$ cat src/rtl/pipe_stall_ctrl_if.sv
// Stall/flush sequencer bundle: per-stage stall requests and exception
// reports flow from the pipeline (master) into the sequencer (slave);
// stall vector, flush, redirect PC and the watchdog/perf results flow back.
interface pipe_stall_ctrl_if;
    logic        stallreq_if;
    logic        stallreq_id;
    logic        stallreq_ex;
    logic        stallreq_mem;
    logic        except_valid;
    logic        except_eret;
    logic [31:0] epc;
    logic        perf_clr;
    logic [5:0]  stall;
    logic        flush;
    logic [31:0] new_pc;
    logic        bus_timeout;
    logic [31:0] stall_cycles;

    modport master (
        output stallreq_if, stallreq_id, stallreq_ex, stallreq_mem,
        output except_valid, except_eret, epc, perf_clr,
        input  stall, flush, new_pc, bus_timeout, stall_cycles
    );

    modport slave (
        input  stallreq_if, stallreq_id, stallreq_ex, stallreq_mem,
        input  except_valid, except_eret, epc, perf_clr,
        output stall, flush, new_pc, bus_timeout, stall_cycles
    );
endinterface

$ cat src/rtl/pipe_stall_ctrl.sv
// Central stall/flush sequencer for the pc/if/id/ex/mem/wb pipeline.
// Merges stall requests into a per-stage stall vector, takes exceptions and
// ERETs (deferring them while the data bus is busy), runs a bus-wait watchdog
// and counts stalled cycles. rst is asynchronous and active-low.
module pipe_stall_ctrl #(
    parameter logic [31:0] EXC_VECTOR = 32'h0000_0020,
    parameter int unsigned TIMEOUT    = 255
) (
    input  logic               clk,
    input  logic               rst,
    pipe_stall_ctrl_if.slave   bus
);

    typedef enum logic {
        RUN   = 1'b0,
        DRAIN = 1'b1
    } state_t;

    localparam logic [15:0] WD_LAST = 16'(TIMEOUT - 1);

    state_t      state;
    state_t      state_nxt;
    logic        pend;
    logic        pend_eret;
    logic [31:0] pend_epc;
    logic [15:0] wd_cnt;
    logic [31:0] perf_cnt;

    logic        bus_req;
    logic        wd_fire;
    logic        take;
    logic        take_eret;
    logic [31:0] take_epc;
    logic [5:0]  stall_c;
    logic        flush_c;
    logic [31:0] new_pc_c;
    logic        timeout_c;

    // Highest stalled stage freezes itself and everything upstream of it.
    function automatic logic [5:0] encode(input logic mem, input logic ex,
                                          input logic id, input logic ifs);
        if (mem)      return 6'b011111;
        else if (ex)  return 6'b001111;
        else if (id)  return 6'b000111;
        else if (ifs) return 6'b000011;
        else          return 6'b000000;
    endfunction

    assign bus_req   = bus.stallreq_if | bus.stallreq_mem;
    assign wd_fire   = bus_req && (wd_cnt == WD_LAST);
    assign take      = (state == RUN) && (bus.except_valid || pend) && !bus.stallreq_mem;
    assign take_eret = pend ? pend_eret : bus.except_eret;
    assign take_epc  = pend ? pend_epc  : bus.epc;

    // Next state and per-cycle outputs; watchdog beats a normal take, and
    // DRAIN ignores the stale id/ex requests left over from the flushed stages.
    always_comb begin
        stall_c   = 6'b000000;
        flush_c   = 1'b0;
        new_pc_c  = 32'h0;
        timeout_c = 1'b0;
        state_nxt = RUN;
        if (wd_fire) begin
            timeout_c = 1'b1;
            flush_c   = 1'b1;
            new_pc_c  = EXC_VECTOR;
            state_nxt = DRAIN;
        end else if (state == RUN) begin
            if (take) begin
                flush_c   = 1'b1;
                new_pc_c  = take_eret ? take_epc : EXC_VECTOR;
                state_nxt = DRAIN;
            end else begin
                stall_c = encode(bus.stallreq_mem, bus.stallreq_ex,
                                 bus.stallreq_id, bus.stallreq_if);
            end
        end else begin
            stall_c = encode(bus.stallreq_mem, 1'b0, 1'b0, bus.stallreq_if);
        end
    end

    // Outputs are forced quiet while reset is held.
    assign bus.stall        = rst ? stall_c   : 6'b000000;
    assign bus.flush        = rst ? flush_c   : 1'b0;
    assign bus.new_pc       = rst ? new_pc_c  : 32'h0;
    assign bus.bus_timeout  = rst ? timeout_c : 1'b0;
    assign bus.stall_cycles = perf_cnt;

    // Sequencer state: RUN normally, one DRAIN cycle after every flush.
    always_ff @(posedge clk or negedge rst) begin
        if (!rst) state <= RUN;
        else      state <= state_nxt;
    end

    // Oldest exception seen while mem stalls is held until the bus frees up.
    always_ff @(posedge clk or negedge rst) begin
        if (!rst) begin
            pend      <= 1'b0;
            pend_eret <= 1'b0;
            pend_epc  <= 32'h0;
        end else if (wd_fire || take) begin
            pend <= 1'b0;
        end else if ((state == RUN) && bus.except_valid && bus.stallreq_mem && !pend) begin
            pend      <= 1'b1;
            pend_eret <= bus.except_eret;
            pend_epc  <= bus.epc;
        end
    end

    // Watchdog counts consecutive bus-wait cycles and restarts after firing.
    always_ff @(posedge clk or negedge rst) begin
        if (!rst)         wd_cnt <= 16'h0;
        else if (wd_fire) wd_cnt <= 16'h0;
        else if (bus_req) wd_cnt <= wd_cnt + 16'd1;
        else              wd_cnt <= 16'h0;
    end

    // Stalled-cycle performance counter; a clear wins over the increment.
    always_ff @(posedge clk or negedge rst) begin
        if (!rst)                      perf_cnt <= 32'h0;
        else if (bus.perf_clr)         perf_cnt <= 32'h0;
        else if (stall_c != 6'b000000) perf_cnt <= perf_cnt + 32'd1;
    end

endmodule

$ cat src/flat_wrapper.sv
// flat-port wrapper written by rule: the top's interface ports become plain ports
module pipe_stall_ctrl_flat 
#(
    parameter logic [31:0] EXC_VECTOR = 32'h0000_0020,
    parameter int unsigned TIMEOUT    = 255
)
  (clk, rst, bus_stallreq_if, bus_stallreq_id, bus_stallreq_ex, bus_stallreq_mem, bus_except_valid, bus_except_eret, bus_epc, bus_perf_clr, bus_stall, bus_flush, bus_new_pc, bus_bus_timeout, bus_stall_cycles);
  pipe_stall_ctrl_if bus_i ();
  input  logic clk;
  input  logic rst;
  input wire logic [$bits(bus_i.stallreq_if)-1:0] bus_stallreq_if;
  input wire logic [$bits(bus_i.stallreq_id)-1:0] bus_stallreq_id;
  input wire logic [$bits(bus_i.stallreq_ex)-1:0] bus_stallreq_ex;
  input wire logic [$bits(bus_i.stallreq_mem)-1:0] bus_stallreq_mem;
  input wire logic [$bits(bus_i.except_valid)-1:0] bus_except_valid;
  input wire logic [$bits(bus_i.except_eret)-1:0] bus_except_eret;
  input wire logic [$bits(bus_i.epc)-1:0] bus_epc;
  input wire logic [$bits(bus_i.perf_clr)-1:0] bus_perf_clr;
  output wire logic [$bits(bus_i.stall)-1:0] bus_stall;
  output wire logic [$bits(bus_i.flush)-1:0] bus_flush;
  output wire logic [$bits(bus_i.new_pc)-1:0] bus_new_pc;
  output wire logic [$bits(bus_i.bus_timeout)-1:0] bus_bus_timeout;
  output wire logic [$bits(bus_i.stall_cycles)-1:0] bus_stall_cycles;
  assign bus_i.stallreq_if = bus_stallreq_if;
  assign bus_i.stallreq_id = bus_stallreq_id;
  assign bus_i.stallreq_ex = bus_stallreq_ex;
  assign bus_i.stallreq_mem = bus_stallreq_mem;
  assign bus_i.except_valid = bus_except_valid;
  assign bus_i.except_eret = bus_except_eret;
  assign bus_i.epc = bus_epc;
  assign bus_i.perf_clr = bus_perf_clr;
  assign bus_stall = bus_i.stall;
  assign bus_flush = bus_i.flush;
  assign bus_new_pc = bus_i.new_pc;
  assign bus_bus_timeout = bus_i.bus_timeout;
  assign bus_stall_cycles = bus_i.stall_cycles;
  pipe_stall_ctrl #(.EXC_VECTOR(EXC_VECTOR), .TIMEOUT(TIMEOUT)) u_core (.clk(clk), .rst(rst), .bus(bus_i));
endmodule
$ cat config.mk
export PLATFORM = sky130hd
export DESIGN_NAME = pipe_stall_ctrl_flat
export DESIGN_NICKNAME = d
export VERILOG_FILES = /design/src/rtl/pipe_stall_ctrl_if.sv /design/src/rtl/pipe_stall_ctrl.sv /design/src/flat_wrapper.sv
export SDC_FILE = /design/constraint.sdc
export NUM_CORES = 1
export LEC_CHECK = 0
export CORE_MARGIN = 10
export CORE_UTILIZATION = 40
export CTS_CLUSTER_DIAMETER = 60
export DETAILED_ROUTE_END_ITERATION = 6
export HOLD_SLACK_MARGIN = 0.06
export PLACE_DENSITY = 0.69
export SLEW_MARGIN = 15
export SYNTH_ARGS = -nofsm -noshare
export SYNTH_HDL_FRONTEND = slang
export SYNTH_SLANG_ARGS = --single-unit
$ cat constraint.sdc
create_clock -name clk -period 2.8 [get_ports clk]
set_input_delay 0.56 -clock clk [delete_from_list [all_inputs] [get_ports clk]]
set_output_delay 0.56 -clock clk [all_outputs]
set_load 0.01 [all_outputs]
==> run summary, run 1 <==
Worst slew pin tran: 638.7 ps
CTS Buf Count: 9
Critical Path Source Type: register
Core area: 11320 um^2
Critical path data arrival time: 2460 ps
RSZ-0062 raised after global routing: true
Root cell of the clock tree: clkbuf_16
DR WL/cell: 17.63 um
Final setup violating endpoints: 37
Most common cell in the synthesized netlist: dfrtp_1
Total Wirelength: 13230 um
Via count: 3998
Die H: 127.1 um
Filler Cells Inserted: 984
PwrDens: 534.2 nW/um^2
Global placer's final weighted congestion: 0.7443
GRT Util Overall: 16.07%
Clock Sinks: 83
Area Growth Syn to Fin: 44.00%
Final #Nets: 647
Final hold vios: 0
Die Width: 127.1 um
Max clock buf depth: 2
Crit-path slowest cell: or4_4
Maximum vdd drop: 0.2968 mV
Critical-path cell list: or4_4, or4_4, nand4_1, buf_4, buf_12, nor2_1, buf_2
Vias per cell: 5.331
Largest fanout on the critical path: 8
Clk pwr share: 35.4%
Vias in the first global route: 4136
Synth Area per Inst: 10.31 um^2
Async set-reset flop share out of synthesis: 100.0%
Total congestion overflow: 0
Row count: 39
PnR worst setup slack: -222.6 ps
Yosys cell types: 45
Cell taking the most area after synthesis: dfrtp_1
Final ANT Viol Nets: 0
FF+latch count, synth: 83
Period utilization: 107.9%
Crit Path Class: reg -> out
Number of diodes: 0
H-tree depth: 3
Initial DRC count: 235
Post-layout minimum cycle time: 3023 ps
Power share of the sequential group: 42.2%
Crit end category: primary output
Drt pass-1 iters: 4
Switch Pwr: 919.3 uW
CTS tree: built
Prevailing post-synth register cell: dfrtp_1
Synth Net Count: 489
CP top delay family: simple AND/OR/NAND/NOR gates
Synth top area cells: dfrtp_1, mux2_4, mux2i_1, nor2_1, a21oi_1
# IOs: 113
Starting density of the core: 40.54%
Share of the synthesized area in the top cell type: 45.26%
R2R Path Start: u_core.wd_cnt[10]
Clk pin slew, worst setup/hold paths: 60 ps
Max-slew violations: 0
Port Buffer Count: 111
Reg2Reg Depth: 7
Max_cap viols: 0
Normalized max-slew margin: 57.41%
Sw frac: 26.04%
Ys Warns: 0
Post-synthesis sequential area ratio: 45.26%
Hold crit path type: in -> async
Failing checks: setup timing
Remaining DRCs: 0
Static leakage: 0.002902 uW
Setup TNS: -7054 ps
Fmax: 0.3308 GHz
Outcome: complete, but fails checks
Hpwl dp: 9409 um
Die area: 16160 um^2
Logic pwr share: 22.4%
Largest net degree at the start of global routing: 35
FF-to-FF End: u_core.pend_epc[31]
Critical path depth: 7
Crit path largest cell delay: 550 ps
Worst skew pair latency: 340 ps
First-pass GRT wire length: 21490 um
Internal cell power: 2611 uW
Buf/Inv on CP: 3
Number of synthesized flops with an enable pin: 0
Cell Area, Synth: 4589 um^2
Core Util, Final: 58.38%
CP most frequent cell: or4_4
R2R Setup Slk: 250 ps
Synth Instances: 445
Worst EP required: 2240 ps
Antenna violations before repair: 0
Top cells by count, synth: dfrtp_1, nor2_1, mux2i_1, a21oi_1, mux2_4
Clock skew: 8.682 ps
Share of cells above drive strength 1: 30.48%
==> logic make-up after synthesis <==
group	count (synthesis)	synth area share (%)
adders and majority gates	3	0.8180
DFF	83	45.26
xor gates and xnor gates	17	3.244
and+or+nand+nor	172	19.36
buffers and inverters	32	4.089
muxes	66	17.78
AOI/OAI and AO/OA	71	9.378
other	1	0.08171
==> metrics by stage <==
stage | hold WS, ps | instance area [um^2] | worst slack [ps] | std cells | total power (uW)
floorplan | 264.4 | 4589 | 116.8 | 445 | 1955
detailed placement | 442.1 | 6116 | -407.5 | 721 | 2241
global placement | 441.4 | 6116 | -357.1 | 721 | 2215
global route | 92.09 | 6609 | -280.6 | 750 | 3694
CTS | 83.17 | 6451 | -250.3 | 747 | 3506
finish | 91.12 | 6609 | -222.6 | 750 | 3531
==> metal layers <==
layer / vias to the layer above / part of all wire (%) / global-route usage, %
met5: - / 0 / 0
met1: 1984 / 42 / 19.54
met3: 10 / 4.2 / 3.888
li1: 1920 / - / -
met4: 0 / 0.91 / 4.019
met2: 84 / 53 / 27.86
==> power groups by stage <==
stage	clock network (uW)	registers, uW	logic [uW]
2_1_floorplan	0	1480	478
3_3_place_gp	0	1490	722
3_5_place_dp	0	1500	741
4_1_cts	1260	1490	760
5_1_grt	1320	1510	859
6_report	1250	1490	792
==> final cells by class <==
class | count | area [um^2] | share of cell area (%)
Sequential cell | 83 | 2078 | 31.45
Inverter | 8 | 30.03 | 0.4544
Timing Repair Buffer | 171 | 1559 | 23.59
Tap cell | 143 | 178.9 | 2.707
Clock inverter | 5 | 78.83 | 1.193
Multi-Input combinational cell | 330 | 2455 | 37.14
Clock buffer | 10 | 229.0 | 3.465
==> registers in the layout (all words and copies together), names as in the netlist <==
name / cells
u_core.pend: 1
u_core.bus.stall_cycles: 32
u_core.wd_cnt: 16
u_core.state: 1
u_core.pend_eret: 1
u_core.pend_epc: 32
==> worst max-delay path by stage <==
stage,startpoint,end,slack (ps)
global route,u_core.wd_cnt[10],bus_new_pc[24],-280
finish,u_core.wd_cnt[10],bus_new_pc[7],-220
detailed placement,bus_stallreq_mem,bus_stall[0],-410
global placement,bus_stallreq_mem,bus_new_pc[14],-360
CTS,u_core.wd_cnt[15],bus_new_pc[16],-250
floorplan,u_core.wd_cnt[8],bus_stall[1],120
==> cell usage in the layout, fill, tap and decap left out, drive strengths merged <==
master / netlist / routed
a2111oi: 2 / 2
a21oi: 30 / 30
a31oi: 1 / 1
and2: 4 / 4
and3: 5 / 5
and4: 3 / 3
buf: 15 / 100
bufinv: 0 / 2
clkbuf: 9 / 10
clkdlybuf4s50: 0 / 71
clkinv: 0 / 3
conb: 1 / 1
dfrtp: 83 / 83
ha: 3 / 3
inv: 8 / 8
mux2: 34 / 34
mux2i: 32 / 32
nand2: 19 / 19
nand2b: 2 / 2
nand3: 13 / 13
nand4: 16 / 16
nor2: 65 / 65
nor2b: 2 / 2
nor3: 7 / 7
nor3b: 1 / 1
nor4: 1 / 1
o2111ai: 2 / 2
o211ai: 3 / 3
o21a: 1 / 1
o21ai: 21 / 21
o21ba: 1 / 1
o311a: 1 / 1
o31ai: 9 / 9
or2: 1 / 1
or3: 20 / 20
or4: 13 / 13
xnor2: 12 / 12
xor2: 5 / 5
==> what timing repair did <==
action / 4_1_cts / 5_1_grt
resized for setup: 169 / 46
buffers inserted: 9 / 5
gates cloned: 3 / 0
pin swaps: 5 / 14
hold buffers: 0 / 0
setup endpoints to repair: 39 / 39
==> worst reg2reg max path, stage by stage (launching register included) <==
cell     delay [ps]
dfrtp_1         380
or4_4           540
or4_4           550
buf_4           150
buf_6           130
nand4_4         160
buf_12          170
mux2_2          350
No activity file was read; power rests on OpenSTA's default activity.
==> run 2, diff against run 1 <==
--- a/config.mk
+++ b/config.mk
@@ -7,3 +7,3 @@
 export LEC_CHECK = 0
-export CORE_MARGIN = 10
+export CORE_MARGIN = 5
 export CORE_UTILIZATION = 40
==> constraint.sdc (replaced) <==
create_clock -name clk -period 2.8 [get_ports clk]
set_input_delay 0.42 -clock clk [delete_from_list [all_inputs] [get_ports clk]]
set_output_delay 0.42 -clock clk [all_outputs]
set_load 0.01 [all_outputs]
==> run summary, run 2 (synthesis results as in run 1) <==
Outcome: complete, but fails checks
Failing checks: setup timing
Final #Nets: 629
Max-slew violations: 0
Final hold vios: 0
Share of cells above drive strength 1: 26.10%
Most frequent cells in the layout: dfrtp_1, clkdlybuf4s50_1, nor2_1
Row count: 39
Worst slew pin tran: 656.2 ps
Fin Hold WS: 479.8 ps
PwrDens: 535.2 nW/um^2
Normalized max-slew margin: 56.11%
CTS tree: built
Final setup violating endpoints: 31
Largest fanout on the critical path: 7
Total Wirelength: 12070 um
Critical Path Source Type: register
Die area: 13720 um^2
Die Width: 117.1 um
Hold crit path type: reg -> reg
Via count: 3921
Core area: 11320 um^2
Global placer's final weighted congestion: 0.7751
Root cell of the clock tree: clkbuf_16
Final Power: 3397 uW
Antenna violations before repair: 0
Static leakage: 0.002795 uW
Critical path data arrival time: 2480 ps
CTS Buf Count: 9
Vias per cell: 5.349
Pre-CTS setup slack: -106.1 ps
Remaining DRCs: 0
Crit end category: primary output
Clk pin slew, worst setup/hold paths: 60 ps
Total congestion overflow: 0
DR WL/cell: 16.47 um
PnR worst setup slack: -95.06 ps
R2R Setup Slk: 300 ps
Die H: 117.1 um
Maximum vdd drop: 0.3547 mV
Worst EP required: 2380 ps
Period utilization: 103.4%
Hpwl dp: 8394 um
Max_cap viols: 0
Largest net degree at the start of global routing: 38
Crit Path Class: reg -> out
Max clock buf depth: 2
Clock skew: 6.239 ps
Area Growth Syn to Fin: 38.30%
Initial DRC count: 241
Fmax: 0.3454 GHz
RSZ-0062 raised after global routing: true
# IOs: 113
Post-layout minimum cycle time: 2895 ps
First-pass GRT wire length: 19430 um
Leading cell type in the layout, fill and taps excluded: dfrtp_1
H-tree depth: 3
GRT Util Overall: 17.98%
Drt pass-1 iters: 4
Vias in the first global route: 4004
Port Buffer Count: 111
Starting density of the core: 40.54%
Final ANT Viol Nets: 0
Worst skew pair latency: 340 ps
Number of diodes: 0
Clock Sinks: 83
run 2: cell count changes in the layout (fill, tap and decap cells not counted), moves of 2 or more:
cell           delta
dlygate4sd2_1     +2
nor2_2            -5
nor2_1            +8
buf_6             -8
buf_12            -3
buf_2             +5
nor2_4            -3
clkbuf_16         +2
buf_4            -17
run 2: through the flow:
step / cell area (um^2) / utilization [%] / TNS [ps] / cells
after floorplan: 4589 / - / 0 / 445
after global placement: 5978 / 52.81 / -1919 / 706
after detailed placement: 5978 / 52.81 / -2835 / 706
after CTS: 6215 / 54.90 / -1469 / 730
after global routing: 6347 / 56.07 / -4230 / 733
final: 6347 / 56.07 / -2498 / 733
run 2: worst paths after layout:
kind,start,cells after the start,to
hold reg to reg,u_core.wd_cnt[0],1,u_core.wd_cnt[0]
setup reg to reg,u_core.wd_cnt[8],6,u_core.pend_epc[23]
max in group asynchronous,rst,3,u_core.pend_epc[10]
min in group asynchronous,rst,2,u_core.wd_cnt[3]
hold / removal,u_core.wd_cnt[0],1,u_core.wd_cnt[0]
setup / recovery,u_core.wd_cnt[8],7,bus_new_pc[23]
run 2: power by group:
part	leakage, uW	total, uW	switching, uW	internal, uW
Clock	0.000143	1180	484	693
Sequential	0.00108	1490	114	1370
Combinational	0.00157	732	303	429
Total	0.00279	3400	902	2500
run 2: what timing repair did:
action / in CTS / in global routing
endpoints found under the setup margin: 39 / 36
hold buffers: 1 / 0
gates cloned: 1 / 2
pin swaps: 4 / 9
setup buffers: 6 / 1
resized for setup: 151 / 31
endpoints found under the hold margin: 12 / 0
run 2: critical path: stages (launching register included):
cell       delay, ps
dfrtp_1          380
or4_4            550
or4_4            560
nand4_1          170
buf_6            150
clkbuf_16        150
nor2_1            40
buf_2            130
run 2: metal layers:
metal,share of wire (%),track usage (%),vias up,wire length [um]
met5,0,0,-,0
met4,1.4,7.110,0,173
met1,43,22.52,1959,5149
met2,52,31.29,70,6298
met3,3.8,2.622,12,453
li1,-,-,1880,-
run 2: final cells by class:
type / count / area (um^2)
fillers: 1018 / 4974
inverters: 8 / 30.03
clock buffers: 10 / 229.0
clock inverters: 6 / 65.06
repair buffers: 153 / 1361
multi-input cells: 330 / 2405
flip-flops and latches: 83 / 2078
well taps: 143 / 178.9
